## config.mk

```make
export PLATFORM = sky130hd
export DESIGN_NAME = resp_serializer
export DESIGN_NICKNAME = d
export VERILOG_FILES = /design/src/rtl/resp_serializer.sv
export SDC_FILE = /design/constraint.sdc
export NUM_CORES = 1
export LEC_CHECK = 0
export ABC_AREA = 1
export CORE_AREA = 10 10 134 124
export CTS_CLUSTER_DIAMETER = 30
export DETAILED_ROUTE_END_ITERATION = 8
export DIE_AREA = 0 0 144 134
export HOLD_SLACK_MARGIN = 0.1
export REMOVE_ABC_BUFFERS = 1
export SYNTH_ARGS = -nofsm -noshare
export SYNTH_HDL_FRONTEND = slang
export SYNTH_SLANG_ARGS = --single-unit
export TNS_END_PERCENT = 20
```

## constraint.sdc

```tcl
create_clock -name clk -period 3 [get_ports clk]
set_clock_uncertainty 0.05 [all_clocks]
set_input_delay 0.6 -clock clk [delete_from_list [all_inputs] [get_ports clk]]
set_output_delay 0.6 -clock clk [all_outputs]
set_load 0.05 [all_outputs]
```

## src/rtl/resp_serializer.sv

```systemverilog
// Response serializer: buffers cmd_dispatcher response packets in a small FIFO and
// streams each one to uart_tx as a 5-byte frame {SOF, opcode, addr, data, CHK}.

package cmd_pkg;
   typedef struct packed {
      logic [7:0] opcode;
      logic [7:0] addr;
      logic [7:0] data;
   } cmd_packet_t;
endpackage

module resp_serializer
   import cmd_pkg::*;
#(
   parameter int unsigned DEPTH    = 4,
   parameter logic [7:0]  SOF_BYTE = 8'hA5
) (
   input  logic        clk,
   input  logic        rst,
   input  logic        resp_wr_en,
   input  cmd_packet_t resp_wr_data,
   output logic        resp_full,
   output logic [7:0]  tx_data,
   output logic        tx_valid,
   input  logic        tx_ready,
   output logic        busy,
   output logic        overflow
);

   localparam int unsigned PW = $clog2(DEPTH);
   localparam int unsigned CW = PW + 1;

   localparam logic [0:0] IDLE = 1'b0;
   localparam logic [0:0] SEND = 1'b1;

   cmd_packet_t       mem_q [DEPTH];
   logic [PW-1:0]     wr_ptr_q, wr_ptr_d;
   logic [PW-1:0]     rd_ptr_q, rd_ptr_d;
   logic [CW-1:0]     count_q, count_d;
   logic              full_q, full_d;
   logic              overflow_q, overflow_d;
   logic [0:0]        state_q, state_d;
   logic [2:0]        byte_idx_q, byte_idx_d;
   cmd_packet_t       pkt_q, pkt_d;
   logic [7:0]        tx_data_q, tx_data_d;
   logic              tx_valid_q, tx_valid_d;

   logic              xfer;
   logic              last_xfer;
   logic              pop;
   logic              wr_acc;
   cmd_packet_t       head;

   function automatic logic [7:0] frame_byte(input cmd_packet_t p, input logic [2:0] idx);
      case (idx)
         3'd0:    frame_byte = SOF_BYTE;
         3'd1:    frame_byte = p.opcode;
         3'd2:    frame_byte = p.addr;
         3'd3:    frame_byte = p.data;
         default: frame_byte = p.opcode ^ p.addr ^ p.data;
      endcase
   endfunction

   assign head      = mem_q[rd_ptr_q];
   assign xfer      = tx_valid_q & tx_ready;
   assign last_xfer = xfer & (byte_idx_q == 3'd4);
   // A pop happens on entry from IDLE or chained onto the final byte of a frame.
   assign pop       = (count_q != '0) & ((state_q == IDLE) | last_xfer);
   // A same-edge pop frees a slot, so a full FIFO still accepts the write.
   assign wr_acc    = resp_wr_en & (~full_q | pop);

   always_comb begin
      wr_ptr_d   = wr_ptr_q;
      rd_ptr_d   = rd_ptr_q;
      overflow_d = overflow_q | (resp_wr_en & full_q & ~pop);
      if (wr_acc) wr_ptr_d = wr_ptr_q + PW'(1);
      if (pop)    rd_ptr_d = rd_ptr_q + PW'(1);
      count_d    = count_q + CW'(wr_acc) - CW'(pop);
      full_d     = (count_d == CW'(DEPTH));
   end

   always_comb begin
      state_d    = state_q;
      byte_idx_d = byte_idx_q;
      pkt_d      = pkt_q;
      tx_data_d  = tx_data_q;
      tx_valid_d = tx_valid_q;
      case (state_q)
         IDLE: begin
            if (pop) begin
               state_d    = SEND;
               byte_idx_d = 3'd0;
               pkt_d      = head;
               tx_valid_d = 1'b1;
               tx_data_d  = SOF_BYTE;
            end
         end
         default: begin
            if (xfer) begin
               if (byte_idx_q != 3'd4) begin
                  byte_idx_d = byte_idx_q + 3'd1;
                  tx_data_d  = frame_byte(pkt_q, byte_idx_q + 3'd1);
               end else if (pop) begin
                  byte_idx_d = 3'd0;
                  pkt_d      = head;
                  tx_data_d  = SOF_BYTE;
               end else begin
                  state_d    = IDLE;
                  tx_valid_d = 1'b0;
               end
            end
         end
      endcase
   end

   always_ff @(posedge clk) begin
      if (wr_acc) mem_q[wr_ptr_q] <= resp_wr_data;
   end

   always_ff @(posedge clk) begin
      if (rst) begin
         wr_ptr_q   <= '0;
         rd_ptr_q   <= '0;
         count_q    <= '0;
         full_q     <= 1'b0;
         overflow_q <= 1'b0;
         state_q    <= IDLE;
         byte_idx_q <= '0;
         pkt_q      <= '0;
         tx_data_q  <= 8'h00;
         tx_valid_q <= 1'b0;
      end else begin
         wr_ptr_q   <= wr_ptr_d;
         rd_ptr_q   <= rd_ptr_d;
         count_q    <= count_d;
         full_q     <= full_d;
         overflow_q <= overflow_d;
         state_q    <= state_d;
         byte_idx_q <= byte_idx_d;
         pkt_q      <= pkt_d;
         tx_data_q  <= tx_data_d;
         tx_valid_q <= tx_valid_d;
      end
   end

   assign resp_full = full_q;
   assign tx_data   = tx_data_q;
   assign tx_valid  = tx_valid_q;
   assign overflow  = overflow_q;
   assign busy      = (state_q == SEND) | (count_q != '0);

endmodule

```

==> flow_metrics.tcl, run 1 <==
set metrics [dict create \
    finalSetupViolCount 0 \
    period_minus_slack_ns 2.747 \
    htree_levels 4 \
    synth_top_cell_by_area "edfxtp_1" \
    rows 41 \
    intPower_mw 4.568 \
    leakagePower_nw 2.812 \
    crit_cells 15 \
    grt_pass1_wl_um 22540 \
    ys_warn_count 0 \
    crit_family "adder cells" \
    ys.flop_type "edfxtp_1" \
    wire_per_inst_um 15.59 \
    synth.area.top_cells "edfxtp_1, dfxtp_1, nor2_1, o21ai_0, nand2_1" \
    slowest_delay_ns 0.38 \
    initial_core_util 0.4429 \
    setup_tns_ns 0 \
    routed_wl_um 13530 \
    grt_setup_unrepaired "false" \
    grt_pass1_vias 4362 \
    dp_hpwl_um 8835 \
    async_flop_share 0 \
    worstPathCellList "inv_1, ha_2, nand2_1, nand2_4, nand3_4, buf_4, inv_4, ha_1, inv_1, ha_1, fa_1, xnor2_1, xor2_1, nand2_1, nor3_1" \
    synth-edff-count 96 \
    ir_drop_uv 461.9 \
    post_cts_buffers 0 \
    start_kind "flip-flop" \
    power_density_nw_per_um2 912.7 \
    critPathKind "flip-flop to flip-flop" \
    cts_root_buffer "clkbuf_16" \
    dr.pass1.iters 4 \
    dp_cells 837 \
    hold_viol 0 \
    synthDominantCellAreaShare 0.4716 \
    fill_cells 1240 \
    hold_buffers 0 \
    cp-end-kind "flip-flop" \
    hold_path_class "flip-flop to flip-flop" \
    p_sw_mw 2.164 \
    antenna_cells 0 \
    multi_input_area_um2 1906 \
    drt_iter0_drc 366 \
    relSlewSlack 0.6160 \
    fin_util 0.5345 \
    r2r-start "byte_idx_q[0]$_SDFFE_PP0P_" \
    postRouteAntennaNets 0 \
    sw_frac_of_total 0.3215 \
    chipWidth_um 144 \
    antenna_found_initial 0 \
    gp_congestion 0.8350 \
    synth-seq-cells 144 \
    status "finished, final reports clean" \
    ff_latch_area_um2 3844 \
    vias 4407 \
    max_freq_mhz 364.1 \
    clkPwrFrac 0.342 \
    synthTopCellsByCount "nor2_1, o21ai_0, edfxtp_1" \
    cp.arrival_ns 3.03 \
    die_area_um2 19300 \
    drive_above_1_share 0.09195 \
    rr_endpoint "resp_full$_SDFF_PP0_" \
    core-area_um2 13800 \
    p_seq_frac 0.397 \
    path_max_fanout 7 \
    required_ns 3.28 \
    portBuffers 39 \
    cts_made_buffers 17 \
    combPwrFrac 0.261 \
    cts_tree "done" \
    areaGrowthSynthToFinish_pct 20.68 \
    fin_crit_sh 0.9156 \
    drc 0 \
    yosysMostFrequentCell "nor2_1" \
    gr-total-overflow 0 \
    worstSkewPairLatency_ns 0.42 \
    viasPerCell 5.077 \
    nNetsFinal 724 \
    ys_seq_area_frac 0.6289 \
    stdcell_count 868 \
    cts.sinks 144 \
    track_usage 0.1502 \
    r2r_cells 15 \
    drv_cap 0 \
    synthDistinctLibCells 28 \
    syn_inst 631 \
    syn_area_um2 6112 \
    cp_slowest_cell "fa_1" \
    cp-endpoint "resp_full$_SDFF_PP0_" \
    clockBufferDepth 2 \
    crit_buf_inv 4 \
    synth_area_per_cell_um2 9.686 \
    grt_max_degree 49 \
    crit_start "byte_idx_q[0]$_SDFFE_PP0P_" \
    drv_slew 0 \
    worst_slew_pin_slew_ns 0.5741 \
    cts_resized 0 \
    clk_pin_slew_worst_paths_ns 0.06 \
    regToRegSetupSlack_ns 0.25 \
    holdWs_ns 0.4154 \
    num_io_pins 40 \
    die_y_um 134 \
]
## worst reg2reg max path: stages, from the launching register on
cell and delay [ns]:
dfxtp_1 0.36, inv_1 0.10, ha_2 0.22, nand2_1 0.12
nand2_4 0.09, nand3_4 0.10, buf_4 0.12, inv_4 0.03
ha_1 0.26, inv_1 0.04, ha_1 0.18, fa_1 0.38
xnor2_1 0.20, xor2_1 0.16, nand2_1 0.09, nor3_1 0.16
## state kept, by name, indices dropped and copies added, names as in the netlist, named ones only
register,flops
mem_q,96
pkt_q,24
tx_data,8
byte_idx_q,3
count_q,3
rd_ptr_q,2
wr_ptr_q,2
overflow,1
resp_full,1
state_q,1
tx_valid,1
## power groups by stage
stage	sequential [mW]	clock, mW	combinational (mW)
global route	2.71	2.45	2.01
CTS	2.67	2.34	1.77
floorplan	2.81	0	1.02
global placement	2.70	0	1.72
finish	2.67	2.30	1.75
detailed placement	2.71	0	1.76
## per-stage QoR
step	setup WS (ns)	total power, mW	instance area [µm²]
finish	0.2532	6.732	7376
global route	0.006166	7.164	7376
CTS	0.2102	6.782	7373
detailed placement	-0.1021	4.467	6726
global placement	0.01572	4.415	6726
floorplan	0.04768	3.833	5968
## worst min-delay path by stage
stage | start | endpoint | slack (ns) | depth (start not counted)
CTS | rd_ptr_q[1]$_SDFFE_PP0P_ | rd_ptr_q[1]$_SDFFE_PP0P_ | 0.42 | 1
finish | rd_ptr_q[1]$_SDFFE_PP0P_ | rd_ptr_q[1]$_SDFFE_PP0P_ | 0.42 | 1
global route | rd_ptr_q[1]$_SDFFE_PP0P_ | rd_ptr_q[1]$_SDFFE_PP0P_ | 0.44 | 1
global placement | rd_ptr_q[1]$_SDFFE_PP0P_ | flip-flop | 0.38 | 1
floorplan | rd_ptr_q[1]$_SDFFE_PP0P_ | flip-flop | 0.37 | 1
detailed placement | rd_ptr_q[1]$_SDFFE_PP0P_ | rd_ptr_q[1]$_SDFFE_PP0P_ | 0.40 | 1
## cell type report
| cell class | instances | area share |
|---|---|---|
| Multi-Input combinational cell | 402 | 0.2584 |
| Inverter | 61 | 0.03138 |
| Clock buffer | 19 | 0.06005 |
| Timing Repair Buffer | 58 | 0.07226 |
| Clock inverter | 12 | 0.02765 |
| Tap cell | 172 | 0.02918 |
| Sequential cell | 144 | 0.5211 |
## layout by cell type, fill, tap and decap left out, types with 10 or more instances in the layout
| cell type | netlist | routed |
|---|---|---|
| a21oi_1 | 15 | 15 |
| nor2_1 | 151 | 147 |
| nand2_1 | 69 | 69 |
| nand3_1 | 24 | 24 |
| edfxtp_1 | 96 | 96 |
| ha_1 | 11 | 10 |
| o21ai_0 | 103 | 103 |
| buf_4 | 3 | 19 |
| dfxtp_1 | 48 | 48 |
| clkbuf_16 | 0 | 17 |
| inv_1 | 59 | 59 |
| clkdlybuf4s50_1 | 0 | 39 |
## logic make-up after synthesis
family / share of synthesized area
xor gates and xnor gates: 0.005733
and+or+nand+nor: 0.1699
DFF: 0.6289
AOI/OAI and AO/OA: 0.1083
buffers and inverters: 0.06141
adders and majority gates: 0.02579
## per-layer routing
metal  track usage  vias to the layer above  part of all wire
met5             0                        -                 0
met1        0.1936                     2102              0.46
met3       0.03883                       11             0.043
met2        0.2333                       73              0.48
met4       0.06406                        0             0.013
li1              -                     2221                 -
No activity file was read; power rests on OpenSTA's default activity.
==> run 2, diff against run 1 <==
Settings changed: CTS_CLUSTER_DIAMETER 30 to 100.
==> results of run 2 <==
Final layout, timing and power as in run 1 (identical DEF).
==> run 3, diff against run 2 <==
Settings changed: ABC_CLOCK_PERIOD_IN_PS set to 3400.
Clock period 3 ns to 3.4 ns, I/O delays scaled along.
==> run 3 against run 2 <==
Compared with the run above:
- global-route usage is 0.87 points lower
- count of clock-buffer cells in the layout shrank 1
- via count is 1.3% lower
- design area shrank 1.3%
- clock power decreased by 21%
- sequential share of layout area grew 0.68 points
- utilization decreased by 0.67 points
- critical path depth down 1
- combinational power decreased by 14%
- cell count down 0.35%
==> flow_metrics.tcl, run 3 (synthesis results as in run 1) <==
set metrics [dict create \
    status "finished, final reports clean" \
    largest_reg_flops 96 \
    cp.arrival_ns 3.24 \
    final_common_cell "nor2_1" \
    cts_made_buffers 17 \
    portBuffers 39 \
    track_usage 0.1415 \
    drv_cap 0 \
    sw_frac_of_total 0.3356 \
    clockBufferDepth 2 \
    p_seq_frac 0.417 \
    chipWidth_um 144 \
    path_max_fanout 8 \
    hold_path_class "flip-flop to flip-flop" \
    cp-end-kind "flip-flop" \
    dp_hpwl_um 8622 \
    hold_viol 0 \
    power_density_nw_per_um2 781.6 \
    postRouteAntennaNets 0 \
    fin_area_um2 7283 \
    clk_pin_slew_worst_paths_ns 0.06 \
    holdWs_ns 0.3857 \
    viasPerCell 5.030 \
    intPower_mw 3.782 \
    antenna_found_initial 0 \
    die_y_um 134 \
    required_ns 3.69 \
    fin_crit_sh 0.8694 \
    cts_root_buffer "clkbuf_16" \
    grt_pass1_vias 4230 \
    drc 0 \
    rows 41 \
    leakagePower_nw 2.755 \
    setup_tns_ns 0 \
    drv_slew 0 \
    start_kind "input pin" \
    hold_buffers 0 \
    gp_congestion 0.8019 \
    p_sw_mw 1.911 \
    critPathKind "input pin to flip-flop" \
    num_io_pins 40 \
    drt_iter0_drc 266 \
    routed_wl_um 13170 \
    regMostFlops "mem_q" \
    grt_max_degree 49 \
    areaGrowthSynthToFinish_pct 19.16 \
    antenna_cells 0 \
    period_minus_slack_ns 2.956 \
    die_area_um2 19300 \
    combPwrFrac 0.263 \
    worstPathCellList "clkdlybuf4s50_1, nand2_2, nand2_4, nand3_4, nand2_1, nand2_2, ha_1, inv_1, ha_1, fa_1, xnor2_1, xor2_1, nand2_1, nor3_1" \
    worstSkewPairLatency_ns 0.42 \
    nNetsFinal 720 \
    ir_drop_uv 516.3 \
    relSlewSlack 0.3192 \
    dr.pass1.iters 4 \
    gr-total-overflow 0 \
    htree_levels 4 \
    grt_pass1_wl_um 21180 \
    vias 4351 \
    initial_core_util 0.4429 \
    cts_tree "done" \
    place_area_um2 6698 \
    wire_per_inst_um 15.23 \
    clkPwrFrac 0.320 \
    drive_above_1_share 0.08802 \
    cp_slowest_cell "clkdlybuf4s50_1" \
    post_cts_buffers 0 \
    final_cell_mix "nor2_1, o21ai_0, edfxtp_1" \
    finalSetupViolCount 0 \
    grt_setup_unrepaired "false" \
    max_freq_mhz 338.3 \
    core-area_um2 13800 \
    slowest_delay_ns 0.49 \
    cts_resized 0 \
    worst_slew_pin_slew_ns 1.020 \
    cts.sinks 144 \
]
run 3: cell types whose count changed in the layout (fill, tap and decap cells not counted), moves of 2 or more:
cell / delta
buf_4: -4
bufinv_16: -3
clkinv_4: +2
clkinvlp_4: +3
run 3: worst paths after layout:
path	slack, ns	endpoint	cells after the start	from
max	0.44	resp_full$_SDFF_PP0_	14	tx_ready
min	0.39	flip-flop	1	rd_ptr_q[1]$_SDFFE_PP0P_
max reg2reg	0.50	resp_full$_SDFF_PP0_	15	byte_idx_q[0]$_SDFFE_PP0P_
min reg2reg	0.39	flip-flop	1	rd_ptr_q[1]$_SDFFE_PP0P_
run 3: stage by stage:
stage                     setup WS, ns  std cells  utilization  total power [mW]
final                           0.4441        865       0.5278             5.692
after global placement          0.1468        833       0.4854             3.865
after global routing            0.2912        865       0.5278             6.050
after floorplan                 0.4477        607            -             3.382
after detailed placement      0.001853        833       0.4854             3.913
after CTS                       0.4355        865       0.5278             5.745
run 3: per-layer routing:
metal  track usage  routed length [µm]
met1        0.1812                6140
met2        0.2156                6186
met3       0.04659                 626
met4       0.05669                 220
met5             0                   0
run 3: worst max-delay path: cells and delay by family:
family                   cells  cell delay (ns)
XOR/XNOR                     2             0.36
buffers and inverters        2             0.53
adder cells (fa/ha/maj)      3             0.87
AND/OR/NAND/NOR              7             0.80
run 3: cell type report:
class	instances	area (µm²)
clock buffers	18	429.2
clock inverters	14	156.4
fillers	1242	6516
inverters	61	231.5
multi-input cells	402	1903
flip-flops and latches	144	3845
well taps	172	215.2
repair buffers	54	503.0
run 3: power groups by stage:
stage / combinational [mW] / sequential, mW / clock [mW]
finish: 1.50 / 2.37 / 1.82
global route: 1.70 / 2.41 / 1.94
CTS: 1.51 / 2.37 / 1.86
detailed placement: 1.51 / 2.41 / 0
global placement: 1.46 / 2.40 / 0
floorplan: 0.904 / 2.48 / 0
==> RTL edit 1: new RTL, settings of run 1 <==
Reset style: asynchronous (`rst`), changed in one clocked block.
--- a/src/rtl/resp_serializer.sv
+++ b/src/rtl/resp_serializer.sv
@@ -117,7 +117,7 @@
       if (wr_acc) mem_q[wr_ptr_q] <= resp_wr_data;
    end
 
-   always_ff @(posedge clk) begin
+   always_ff @(posedge clk or posedge rst) begin
       if (rst) begin
          wr_ptr_q   <= '0;
          rd_ptr_q   <= '0;
Function: differs if rst is asserted again (counterexample within 4 cycles, from zero or initial values and one cycle with rst high); with rst held inactive, the same outputs for 4 cycles.
==> RTL edit 1 against run 1 <==
Sequential power rose by 10%; area after synthesis rose by 0.61%; power rose by 20%; synthesized cell count fell by 6.2%; worst setup slack got worse by 0.024 ns; hold slack got worse by 0.0012 ns; wire length fell by 6.2%; die area did not move; non-clock buffer count fell by 4; design area rose by 0.49%; sequential cell count fell by 2; critical path type unchanged; largest cell class unchanged; largest power group is now combinational logic.
==> RTL edit 1: results <==
export IMPL_antenna_cells=0
export IMPL_finalNetCount=684
export IMPL_ys_types=28
export IMPL_wirelength_microns=12700
export IMPL_synth_enable_flop_cells=96
export IMPL_grt_pass1_wl_microns=20990
export IMPL_synth_common_cells="nand2_1 (118), nor2_1 (98), edfxtp_1 (96)"
export IMPL_clk_pin_slew_worst_paths_ns=0.06
export IMPL_root_buffer="clkbuf_16"
export IMPL_dpl_hpwl_microns=7786
export IMPL_dr_wl_met3_microns=516
export IMPL_layout_drive_gt1_share_pct=10.50
export IMPL_n_fill_cell=1160
export IMPL_drt_pass1_iter_count=4
export IMPL_regToRegSetupSlack_ns=0.23
export IMPL_grt_max_degree=51
export IMPL_insertion_delay_ns=0.42
export IMPL_drt_met1_wl_microns=5969
export IMPL_routabilityCongestion=0.7838
export IMPL_met2_length_microns=5999
export IMPL_cp_arrival_ns=3.06
export IMPL_relSlewSlack_pct=43.37
export IMPL_worst_hold_startpoint="overflow$_DFF_PP0_"
export IMPL_h_tree_depth=4
export IMPL_yosysSeqAreaShare_pct=65.60
export IMPL_r2r_end="resp_full$_DFF_PP0_"
export IMPL_status="completed"
export IMPL_cellLeakagePower_uw=0.002973
export IMPL_first_global_vias=4174
export IMPL_cp_top_family="adder cells"
export IMPL_top_register="mem_q"
export IMPL_hold_path_endpoint="overflow$_DFF_PP0_"
export IMPL_fin_hold_ws_ns=0.4142
export IMPL_top_layer="met4"
export IMPL_r2r_start="byte_idx_q[0]$_DFFE_PP0N_"
export IMPL_yosys_top_cells_area="edfxtp_1 (47%), dfrtp_1 (19%), nand2_1 (7.2%)"
export IMPL_track_usage_pct=14.06
export IMPL_clk_path_buf_depth=2
export IMPL_io_buffers=39
export IMPL_drtIter0Drc=301
export IMPL_ys_async_sr_fraction_pct=32.39
export IMPL_rr_worst_depth=15
export IMPL_hold_depth=1
export IMPL_cp_slowest_cell="dfrtp_1"
export IMPL_vias=4137
export IMPL_ys_warn_count=0
export IMPL_hp_class="register to register"
export IMPL_vdd_ir_drop_max_v=0.0005542
## RTL edit 1: per-layer routing
| layer | vias to the layer above | global-route usage [%] |
|---|---|---|
| li1 | 2088 | - |
| met1 | 1964 | 17.52 |
| met2 | 70 | 22.25 |
| met3 | 15 | 4.483 |
| met4 | 0 | 5.329 |
| met5 | - | 0 |
## RTL edit 1: how the worst max path moves through the flow
stage	cells past startpoint	from	endpoint	slack, ns
2_1_floorplan	6	tx_valid$_DFFE_PP0P_	mem_q[2][0]$_DFFE_PP_	0.14
3_5_place_dp	14	tx_ready	resp_full$_DFF_PP0_	-0.03
4_1_cts	15	byte_idx_q[0]$_DFFE_PP0N_	resp_full$_DFF_PP0_	0.12
5_1_grt	15	byte_idx_q[0]$_DFFE_PP0N_	resp_full$_DFF_PP0_	0.03
3_3_place_gp	14	tx_ready	resp_full$_DFF_PP0_	0.06
6_report	15	byte_idx_q[0]$_DFFE_PP0N_	resp_full$_DFF_PP0_	0.23
## RTL edit 1: kinds of logic (layout without fill, tap and decap cells)
group,count (synthesis),in the layout,share of synthesized area [%]
xor+xnor,4,4,0.5698
simple gates,247,247,16.28
compound gates,114,114,9.725
fa+ha+maj,12,12,2.564
buf+inv,73,138,5.269
flops,142,142,65.59
## RTL edit 1: where the power goes
group	switching (uW)	total, uW	internal [uW]	leakage, uW
clock	812	2120	1310	0.000280
sequential	286	2950	2660	0.00143
combinational	1980	3010	1030	0.00127
## RTL edit 1: timing repair
item / CTS / global route
buffers inserted: 0 / 0
resized for setup: 0 / 2
endpoints found under the hold margin: 0 / 0
endpoints found under the setup margin: 0 / 1
hold buffers: 0 / 0
## RTL edit 1: area by class of cell
class                           count  area [sq um]  area share [%]
Sequential cell                   142          4034           54.42
Multi-Input combinational cell    377          1814           24.48
Timing Repair Buffer               54         553.0           7.461
Clock buffer                       19         432.9           5.841
Tap cell                          172         215.2           2.903
Inverter                           52         197.7           2.667
Clock inverter                     13         165.2           2.228
## RTL edit 1: per-stage QoR
step	setup WS (ns)	power, uW	TNS [ns]	cell area [sq um]	cells
floorplan	0.1398	4997	0	6023	571
global placement	0.06098	5936	0	6802	797
detailed placement	-0.02811	5990	-0.02811	6802	797
CTS	0.1204	8141	0	7400	829
global route	0.02851	8696	0	7412	829
finish	0.2296	8077	0	7412	829
==> RTL edit 2: new RTL, settings of run 1 <==
Without the edit above. The parameter `SOF_BYTE` goes from 8'hA5 to 8'h52.
--- a/src/rtl/resp_serializer.sv
+++ b/src/rtl/resp_serializer.sv
@@ -13,7 +13,7 @@
    import cmd_pkg::*;
 #(
    parameter int unsigned DEPTH    = 4,
-   parameter logic [7:0]  SOF_BYTE = 8'hA5
+   parameter logic [7:0]  SOF_BYTE = 8'h52
 ) (
    input  logic        clk,
    input  logic        rst,
Check against the original RTL: not equivalent (Yosys sat finds a counterexample within 4 cycles, from zero or initial values and one cycle with rst high).
==> RTL edit 2 against run 1 <==
Design area shrank 1.3%; sequential cell count is the same; critical path type is now register to output pin; fmax grew 5.1%; wire length shrank 2.8%; power shrank 2.8%; highest routed layer unchanged; combinational power grew 5%; worst setup slack gained 0.13 ns; count of clock-buffer cells in the layout is the same; area after synthesis shrank 0.57%.
==> RTL edit 2: results <==
export IMPL_status="completed"
export IMPL_post_cts_buffers=0
export IMPL_finalNetCount=717
export IMPL_first_global_vias=4282
export IMPL_cp_max_fo=3
export IMPL_yosys_top_cells_area="edfxtp_1 (47%), dfxtp_1 (16%), nor2_1 (9.9%)"
export IMPL_clk_pin_slew_worst_paths_ns=0.06
export IMPL_track_usage_pct=14.43
export IMPL_root_buffer="clkbuf_16"
export IMPL_postCtsResizedCells=0
export IMPL_largest_reg_flops=96
export IMPL_vdd_ir_drop_max_v=0.0004116
export IMPL_clk_path_buf_depth=2
export IMPL_cellLeakagePower_uw=0.002730
export IMPL_grt_max_degree=49
export IMPL_io_buffers=39
export IMPL_ys_warn_count=0
export IMPL_switching_share_pct=33.80
export IMPL_antenna_found_initial=0
export IMPL_top_register="mem_q"
export IMPL_cts_buffers=17
export IMPL_maxCapViolCount=0
export IMPL_drtIter0Drc=339
export IMPL_h_tree_depth=4
export IMPL_synth_common_cells="nor2_1 (161), edfxtp_1 (96), o21ai_0 (82)"
export IMPL_antenna_cells=0
export IMPL_yosysSeqAreaShare_pct=63.25
export IMPL_viasPerCell=5.009
export IMPL_hp_class="register to register"
export IMPL_drt_pass1_iter_count=5
export IMPL_insertion_delay_ns=0.42
export IMPL_synth_enable_flop_cells=96
export IMPL_ys_async_sr_fraction_pct=0
export IMPL_wirelength_microns=13150
export IMPL_layout_drive_gt1_share_pct=9.130
export IMPL_tightest_slew_ns=0.7793
export IMPL_ys_types=30
export IMPL_dpl_hpwl_microns=8657
export IMPL_grt_pass1_wl_microns=21790
export IMPL_routabilityCongestion=0.8415
export IMPL_n_fill_cell=1198
==> RTL edit 2: cell types whose count changed after synthesis, sizes merged, moves of 6 or more <==
cell / before / now
nand2: 75 / 82
inv: 61 / 51
a21oi: 15 / 9
nor2: 152 / 163
nand3: 25 / 17
==> RTL edit 2: layout make-up <==
cell class	instances	share of cell area (%)
multi-input combinational	408	26.41
clock buffer	19	5.945
sequential	144	52.78
timing repair buffer	55	7.354
inverter	51	2.663
clock inverter	13	1.890
tap	172	2.955
==> RTL edit 2: final timing paths <==
kind	startpoint	end	slack (ns)	cells past startpoint
worst min register to register	overflow$_SDFF_PP0_	overflow$_SDFF_PP0_	0.42	2
worst max-delay path	count_q[1]$_SDFF_PP0_	busy	0.39	5
worst min-delay path	overflow$_SDFF_PP0_	overflow$_SDFF_PP0_	0.42	2
worst max register to register	byte_idx_q[0]$_SDFFE_PP0P_	resp_full$_SDFF_PP0_	0.40	14
==> RTL edit 2: per-stage QoR <==
stage	setup WS (ns)	area (sq um)	cells	total power [uW]	hold WS, ns
after global routing	0.2635	7282	862	6984	0.4750
after global placement	0.1188	6711	830	4520	0.4072
final	0.3859	7282	862	6543	0.4184
after CTS	0.3579	7282	862	6605	0.4227
after detailed placement	0.02610	6711	830	4574	0.4088
after floorplan	0.07908	5951	603	3923	0.4006
==> RTL edit 2: layer usage <==
layer | vias up | track usage, % | share of wire (%)
met4 | 0 | 5.726 | 1.5
met5 | - | 0 | 0
li1 | 2188 | - | -
met3 | 17 | 3.777 | 4.8
met1 | 2034 | 18.50 | 46
met2 | 79 | 22.69 | 48
==> RTL edit 2: cell families after synthesis <==
group / Yosys count / synth area share [%]
compound gates: 120 / 9.965
xor+xnor: 6 / 0.8647
fa+ha+maj: 12 / 2.594
buf+inv: 74 / 5.271
flops: 144 / 63.25
simple gates: 270 / 18.06
==> RTL edit 2: critical path: stages (launching register included) <==
cell             delay (ns)
dfxtp_1                0.36
nor2_1                 0.07
nand2_2                0.11
inv_1                  0.08
nand2_1                0.11
clkdlybuf4s50_1        0.81
==> RTL edit 2: power groups by stage <==
stage	Sequential (uW)	Clock (uW)	Combinational [uW]
after floorplan	2840	0	1080
after global placement	2720	0	1800
after detailed placement	2730	0	1840
after CTS	2690	2060	1850
after global routing	2740	2160	2090
final	2690	2020	1830
